==> config.mk <==
export PLATFORM = sky130hd
export DESIGN_NAME = muldiv_unit
export DESIGN_NICKNAME = d
export VERILOG_FILES = /design/src/rtl/muldiv_unit.sv
export SDC_FILE = /design/constraint.sdc
export NUM_CORES = 1
export LEC_CHECK = 0
export ABC_CLOCK_PERIOD_IN_PS = 10900
export CORE_MARGIN = 4
export CORE_UTILIZATION = 53
export CTS_BUF_LIST = sky130_fd_sc_hd__clkbuf_8
export DETAILED_ROUTE_END_ITERATION = 16
export HOLD_SLACK_MARGIN = 0.02
export PLACE_DENSITY = 0.79
export SYNTH_ARGS = -nofsm -noshare
export SYNTH_HDL_FRONTEND = slang
export SYNTH_SLANG_ARGS = --single-unit
export TNS_END_PERCENT = 30
==> constraint.sdc <==
create_clock -name clk -period 10.9 [get_ports clk]
set_input_delay 3.27 -clock clk [delete_from_list [all_inputs] [get_ports clk]]
set_output_delay 3.27 -clock clk [all_outputs]
set_load 0.01 [all_outputs]
==> src/rtl/muldiv_unit.sv <==
// RV32M multiply/divide unit: 32-cycle shift-add multiplier and restoring divider.
// Optional macro MULDIV_EARLY_OUT_EN finishes trivial/special operands without iterating.
module muldiv_unit (
    input  logic        clk,
    input  logic        rst,
    input  logic        start,
    input  logic [2:0]  funct3,
    input  logic [31:0] a,
    input  logic [31:0] b,
    output logic        busy,
    output logic        done,
    output logic [31:0] result
);

    typedef enum logic [1:0] {IDLE, CALC, DONE} state_t;

    state_t      state, state_nx;
    logic [4:0]  cnt;
    logic [2:0]  op;
    logic [31:0] raw_a;
    logic        neg_a, neg_p, zero_b;
    logic [63:0] acc, md;
    logic [31:0] sr, rem;

    logic [63:0] acc_nx, md_nx;
    logic [31:0] sr_nx, rem_nx;
    logic [32:0] rem_sh;

    logic        accept, sa, sb, na, nb;
    logic [31:0] mag_a, mag_b;

    function automatic logic [31:0] magnitude(input logic [31:0] x, input logic neg);
        return neg ? (~x + 32'd1) : x;
    endfunction

    function automatic logic a_is_signed(input logic [2:0] f);
        return (f == 3'b001) || (f == 3'b010) || (f == 3'b100) || (f == 3'b110);
    endfunction

    function automatic logic b_is_signed(input logic [2:0] f);
        return (f == 3'b001) || (f == 3'b100) || (f == 3'b110);
    endfunction

    // Sign fix-up and selection of the architectural result after the last iteration.
    function automatic logic [31:0] finish_op(
        input logic [2:0]  f,
        input logic [63:0] prod,
        input logic [31:0] quo,
        input logic [31:0] rmd,
        input logic [31:0] src_a,
        input logic        np,
        input logic        na_f,
        input logic        bz
    );
        logic [63:0] sprod;
        logic [31:0] q, r, res;
        sprod = np ? (~prod + 64'd1) : prod;
        q     = np ? (~quo + 32'd1) : quo;
        r     = na_f ? (~rmd + 32'd1) : rmd;
        case (f)
            3'b000:                 res = sprod[31:0];
            3'b001, 3'b010, 3'b011: res = sprod[63:32];
            3'b100, 3'b101:         res = bz ? 32'hFFFF_FFFF : q;
            default:                res = bz ? src_a : r;
        endcase
        return res;
    endfunction

`ifdef MULDIV_EARLY_OUT_EN
    function automatic logic special_hit(input logic [2:0] f, input logic [31:0] x, input logic [31:0] y);
        if (f[2])
            return (y == 32'd0) || (!f[0] && x == 32'h8000_0000 && y == 32'hFFFF_FFFF);
        return (x == 32'd0) || (y == 32'd0);
    endfunction

    function automatic logic [31:0] special_value(input logic [2:0] f, input logic [31:0] x, input logic [31:0] y);
        if (!f[2])
            return 32'd0;
        if (y == 32'd0)
            return f[1] ? x : 32'hFFFF_FFFF;
        return f[1] ? 32'd0 : 32'h8000_0000;
    endfunction
`endif

    assign accept = start && (state != CALC);
    assign sa     = a_is_signed(funct3);
    assign sb     = b_is_signed(funct3);
    assign na     = sa && a[31];
    assign nb     = sb && b[31];
    assign mag_a  = magnitude(a, na);
    assign mag_b  = magnitude(b, nb);

    assign busy = (state == CALC);
    assign done = (state == DONE);

    // One iteration: shift-add for multiply, restoring subtract for divide.
    always_comb begin
        acc_nx = acc;
        md_nx  = md;
        sr_nx  = sr;
        rem_nx = rem;
        rem_sh = {rem, sr[31]};
        if (op[2]) begin
            if (rem_sh >= {1'b0, md[31:0]}) begin
                rem_nx = rem_sh[31:0] - md[31:0];
                sr_nx  = {sr[30:0], 1'b1};
            end else begin
                rem_nx = rem_sh[31:0];
                sr_nx  = {sr[30:0], 1'b0};
            end
        end else begin
            if (sr[0])
                acc_nx = acc + md;
            md_nx = {md[62:0], 1'b0};
            sr_nx = {1'b0, sr[31:1]};
        end
    end

    always_comb begin
        state_nx = state;
        case (state)
            IDLE, DONE: begin
                if (start) begin
                    state_nx = CALC;
`ifdef MULDIV_EARLY_OUT_EN
                    if (special_hit(funct3, a, b))
                        state_nx = DONE;
`endif
                end else begin
                    state_nx = IDLE;
                end
            end
            CALC: begin
                if (cnt == 5'd31)
                    state_nx = DONE;
            end
            default: state_nx = IDLE;
        endcase
    end

    always_ff @(posedge clk or posedge rst) begin
        if (rst) begin
            state  <= IDLE;
            cnt    <= 5'd0;
            op     <= 3'd0;
            raw_a  <= 32'd0;
            neg_a  <= 1'b0;
            neg_p  <= 1'b0;
            zero_b <= 1'b0;
            acc    <= 64'd0;
            md     <= 64'd0;
            sr     <= 32'd0;
            rem    <= 32'd0;
            result <= 32'd0;
        end else begin
            state <= state_nx;
            if (accept) begin
                // Divide keeps divisor in md and dividend/quotient in sr; multiply the reverse.
                op     <= funct3;
                raw_a  <= a;
                neg_a  <= na;
                neg_p  <= na ^ nb;
                zero_b <= (b == 32'd0);
                cnt    <= 5'd0;
                acc    <= 64'd0;
                rem    <= 32'd0;
                md     <= {32'd0, funct3[2] ? mag_b : mag_a};
                sr     <= funct3[2] ? mag_a : mag_b;
`ifdef MULDIV_EARLY_OUT_EN
                if (special_hit(funct3, a, b))
                    result <= special_value(funct3, a, b);
`endif
            end else if (state == CALC) begin
                cnt <= cnt + 5'd1;
                acc <= acc_nx;
                md  <= md_nx;
                sr  <= sr_nx;
                rem <= rem_nx;
                if (cnt == 5'd31)
                    result <= finish_op(op, acc_nx, sr_nx, rem_nx, raw_a, neg_p, neg_a, zero_b);
            end
        end
    end

endmodule

After elaboration in Yosys (flattened, before gate mapping) --
Cells that the tools add are included. W data, S select, Z words.
Word-level totals: register bits after elaboration 269, input bits 70, output and inout port bits 34, logic and storage cells 90
Operators by class: $add $sub $neg 8, magnitude comparators 1, eq/ne operators 15, multiplexer cells 30, bitwise logic cells 7, reduce and logical (&&, ||, !) cells 17
Operator list (number):
- $mux W64 | 8
- $mux W32 | 15
- $add A32 B1 Y32 const B | 4
- $not A32 Y32 | 4
- $pmux W32 S3 | 1
- $add A64 B1 Y64 const B | 1
- $add A64 B64 Y64 | 1
- $not A64 Y64 | 1
- $ge A33 B32 Y1 | 1
- $logic_not A32 Y1 | 1
- $sub A32 B32 Y32 | 1
- $eq A3 B3 Y1 const B | 4
- $mux W5 | 2
- $eq A3 B2 Y1 const B | 3
- $eq A3 B1 Y1 const B | 2
- $ne A2 B1 Y1 const B | 3
- $add A5 B1 Y5 const B | 1
- $eq A5 B5 Y1 const B | 1
- $logic_or A1 B1 Y1 | 5
- $pmux W2 S2 | 1
- $reduce_or A2 Y1 | 2
- $logic_and A1 B1 Y1 | 3
- $logic_not A3 Y1 | 1
- $reduce_and A3 Y1 | 1
- other kinds (10) | 11

Longest topological paths before layout --
depth after elaboration 8, depth in mapped cells 22, mapped depth without buffers 21

Worst setup path before layout --
Ideal clock, no wire load.
kind input -> register, start input port a[9], end register sr[29], library setup time 77 ps, data arrival time 5856 ps, setup slack 4967 ps, stages on the path 12, path through or4_1 or3_1 nor4_1 nor3b_1 nand2_1 nor2_1 a31oi_1 xor2_1 nor2_1 a211oi_1 a211oi_1 a21oi_1
On the way: word-level cells in the longest chain between the ends 5
RTL lines:
- from (decl) | RTL line 8 | input logic [31:0] a,
- $not A32 Y32 | RTL line 33 | return neg ? (~x + 32'd1) : x;
- $add A32 B1 Y32 | RTL line 33
- $mux W32 | RTL line 33
- $mux W32 | RTL line 168 | sr <= funct3[2] ? mag_a : mag_b;
- $mux W32 | RTL line 157 | if (accept) begin
- to (signal assigned) | RTL line 168
- to (signal assigned) | RTL line 177 | sr <= sr_nx;
- to (decl) | RTL line 23 | logic [31:0] sr, rem;
Every way passes these cells. A chain may end at the register's enable or synchronous reset.

Final worst setup path --
start input port a[7], end register sr[30]
Same word-level chain as after synthesis.

==> reports/results.md <==
## Run status
- finished, final reports clean — run status

## Clock tree
- 0 — # hold bufs at CTS
- 0 — number of gates resized after cts
- 2 — number of H-tree branching levels
- 269 — number of sinks driven by the clock tree
- 0.71 ns — source-to-sink clock delay at the later pin of the worst-skew pair
- 0 — buffers inserted during post-CTS setup optimization
- sky130_fd_sc_hd__clkbuf_8 — cell chosen for the clock root
- 0.06 ns — Clk pin slew, worst setup/hold paths
- done — clock tree from TritonCTS
- 3 — Max Buffers Root-to-Sink
- 53 — number of buffers added by the clock tree synthesis step

## Setup path
- register — Crit. End Element
- clkdlybuf4s50_1 > or4_1 > or3_1 > nor4_1 > nor3b_1 > nand2b_1 > nor2_1 > a21oi_1 > xor2_1 > nor2_1 > a211oi_1 > a211oi_1 > a21oi_1 — cells along the critical path
- 7.19 ns — data arrival at the endpoint of the critical path
- 11.47 ns — data required time of the worst path
- 0.58 ns — largest stage delay on the critical path
- sky130_fd_sc_hd__or4_1 — Max stage delay cell, worst path
- input port — critical path launch point type
- 5 — Crit Path Max Fanout
- input port to register — critical setup path kind

## Floorplanning
- 232 um — width of the chip
- 50000 um2 — core outline area
- 82 — Core Rows
- 54100 um2 — die area
- 104 — number of top-level pins
- 53.5% — initial core utilization
- 232 um — die height

## STA
- 0 — number of pins exceeding their max-slew limit in the final report
- 0 ns — Sum Neg Setup Slack
- 0 — Hold Vio Cnt, Final
- 0.479 ns — Min Hold Slack
- false — unrepaired setup endpoints after global routing
- 21.9% — relative slew slack
- 0.0662 ns — Setup Skew
- 0 — Setup Viol. Count Final
- 0.151 GHz — fmax
- 60.7% — fin crit share
- 6.62 ns — minimum clock period
- 1.16 ns — transition at the pin with the smallest max-transition slack
- 4.28 ns — worst setup margin

## Synthesis
- 0 — number of enable flip-flop cells after synthesis
- 25.2% — share of the yosys chip area belonging to registers
- 100% — fraction of registers with async set/reset
- 3530 — count of mapped cells out of synthesis
- 26700 um2 — post-synthesis instance area
- sky130_fd_sc_hd__dfrtp_1 — top flip-flop cell by instance count after synthesis
- 0 — synth warn
- 269 — Seq cells post-synth
- 113 — distinct cell type count of the synthesized netlist
- 7.57 um2 — average cell area after synthesis
- 3704 — Net Count, Synth

## Detailed routing
- 106000 um — total wire length
- 0 — post-route ant nets
- 29200 — Vias
- 6.95 — number of vias per cell
- 4251 — Detailed Route Iter0 Violations
- 0 — post-route DRC violation count
- 6 — total iterations of the first detailed-routing run
- 25.2 um — detail-routed net length per standard cell

## Job
- 0 — MaxCap Viol Count

## Cells and area
- 4655 — number of fillers in the final layout
- 0 — Antenna Cells
- 7.81% — share of cells above drive strength 1
- 3666 — Nets
- 9.12% — Area growth, synth to finish
- 29100 um2 — cell area after layout

## Power and ir drop
- 0.000198 V — maximum vdd ir drop
- 11.5 nW — cell leakage power
- 391 nW/um2 — Pwr per Cell Area

## GRT
- 119 — largest net degree at the start of global routing
- 1 — number of antenna violations at the first check in global routing
- 37.9% — combined global-route utilization of all metal layers
- 26600 — vias in the first global route
- 160000 um — wire length of the first global-routing pass
- 0 — remaining global-route overflow

## Min path
- register to register — class of the most critical hold timing path

## Placement
- 1.05 — GPL Wtd Cong
- 3.81 ns — Place WS
- 80500 um — HPWL Detailed
- 28000 um2 — Placement Cell Area
- 103 — number of input and output port buffers inserted

[registers in the layout (all words and copies together) (netlist names)]
signal	cells
neg_p	1
rem	32
state	2
acc	64
cnt	5
raw_a	32
result	32
md	64
neg_a	1
zero_b	1
op	3
sr	32
[worst max-delay path: cells and delay by family]
family / cells / cell delay [ns]
AND/OR/NAND/NOR: 7 / 2.52
XOR/XNOR: 1 / 0.22
buffers and inverters: 1 / 0.49
AO/OA/AOI/OAI: 4 / 0.71
[path summary, 6_finish.rpt]
check,startpoint,endpoint,slack [ns],depth (start not counted)
hold reg to reg,result[5],result[5],0.48,2
setup reg to reg,md[22],result[26],4.34,20
setup / recovery,a[7],sr[30],4.28,13
max in group asynchronous,rst,rem[26],6.04,3
min in group asynchronous,rst,md[26],3.19,2
hold / removal,result[5],result[5],0.48,2
[routing by layer]
| metal | vias to the layer above | part of all wire (%) | wire length (um) | GRT usage (%) |
|---|---|---|---|---|
| met5 | - | 0.012 | 13 | 0 |
| met4 | 2 | 7.2 | 7650 | 22.1 |
| met3 | 415 | 11 | 11500 | 8.19 |
| met2 | 1818 | 43 | 45300 | 57.6 |
| met1 | 13800 | 39 | 41600 | 49.7 |
| li1 | 13200 | - | - | - |
[cell usage in the layout, fill, tap and decap left out, types with 41 or more instances in the layout]
| master | synthesis | final |
|---|---|---|
| sky130_fd_sc_hd__xor2_1 | 85 | 85 |
| sky130_fd_sc_hd__a21oi_1 | 264 | 263 |
| sky130_fd_sc_hd__nand2_1 | 440 | 438 |
| sky130_fd_sc_hd__a211oi_1 | 69 | 69 |
| sky130_fd_sc_hd__inv_1 | 79 | 93 |
| sky130_fd_sc_hd__mux2_2 | 42 | 42 |
| sky130_fd_sc_hd__a31oi_1 | 86 | 86 |
| sky130_fd_sc_hd__nor2_1 | 295 | 293 |
| sky130_fd_sc_hd__o21ai_0 | 265 | 264 |
| sky130_fd_sc_hd__xnor2_1 | 99 | 99 |
| sky130_fd_sc_hd__buf_4 | 12 | 50 |
| sky130_fd_sc_hd__clkdlybuf4s50_1 | 0 | 101 |
| sky130_fd_sc_hd__a21o_1 | 41 | 41 |
| sky130_fd_sc_hd__clkbuf_8 | 0 | 66 |
| sky130_fd_sc_hd__nand3_1 | 145 | 145 |
| sky130_fd_sc_hd__nand4_1 | 74 | 74 |
| sky130_fd_sc_hd__dfrtp_1 | 269 | 266 |
| sky130_fd_sc_hd__mux2i_1 | 66 | 66 |
| sky130_fd_sc_hd__o31ai_1 | 64 | 64 |
| sky130_fd_sc_hd__nor3_1 | 78 | 76 |
| sky130_fd_sc_hd__ha_1 | 102 | 102 |
[layout make-up]
cell class,count,area [um2],area share (%)
inverter,82,318,1.09
timing repair buffer,153,1400,4.79
clock buffer,66,908,3.12
tap,672,841,2.88
clock inverter,29,248,0.850
sequential,269,6740,23.1
multi-input combinational,2933,18700,64.1
[cell families (layout without fill, tap and decap cells)]
group / Yosys count / in the layout / synth area share, %
xor+xnor: 184 / 184 / 6.03
fa+ha+maj: 104 / 104 / 4.93
flops: 269 / 269 / 25.2
buf+inv: 328 / 330 / 5.01
compound gates: 1190 / 1190 / 29.8
simple gates: 1347 / 1347 / 24.8
mux: 108 / 108 / 4.24
[metrics by stage]
stage | std cells | util, % | power [W]
after CTS | 4204 | 58.3 | 0.0111
after global routing | 4204 | 58.3 | 0.0121
after floorplan | 3530 | - | 0.00749
after detailed placement | 4109 | 56.0 | 0.00991
after global placement | 4109 | 56.0 | 0.00981
final | 4204 | 58.3 | 0.0114
[cells in the mapped netlist (69+ instances only)]
cell	n	area share [%]
sky130_fd_sc_hd__a21oi_1	264	4.9
sky130_fd_sc_hd__xnor2_1	99	3.2
sky130_fd_sc_hd__nand4_1	74	1.7
sky130_fd_sc_hd__nand3_1	145	2.7
sky130_fd_sc_hd__nand2_1	440	6.2
sky130_fd_sc_hd__xor2_1	85	2.8
sky130_fd_sc_hd__nor2_1	295	4.1
sky130_fd_sc_hd__inv_1	79	1.1
sky130_fd_sc_hd__a31oi_1	86	2.0
sky130_fd_sc_hd__o21ai_0	265	5.0
sky130_fd_sc_hd__ha_1	102	4.8
sky130_fd_sc_hd__clkbuf_1	168	2.4
sky130_fd_sc_hd__dfrtp_1	269	25
sky130_fd_sc_hd__a211oi_1	69	1.9
sky130_fd_sc_hd__nor3_1	78	1.5
[report_power, final]
part | internal, W | total (W) | switching, W
logic | 0.00277 | 0.00813 | 0.00536
clock network | 0.000642 | 0.00116 | 0.000522
registers | 0.00146 | 0.00212 | 0.000660
Note: power is estimated with default switching activity, not from simulation.
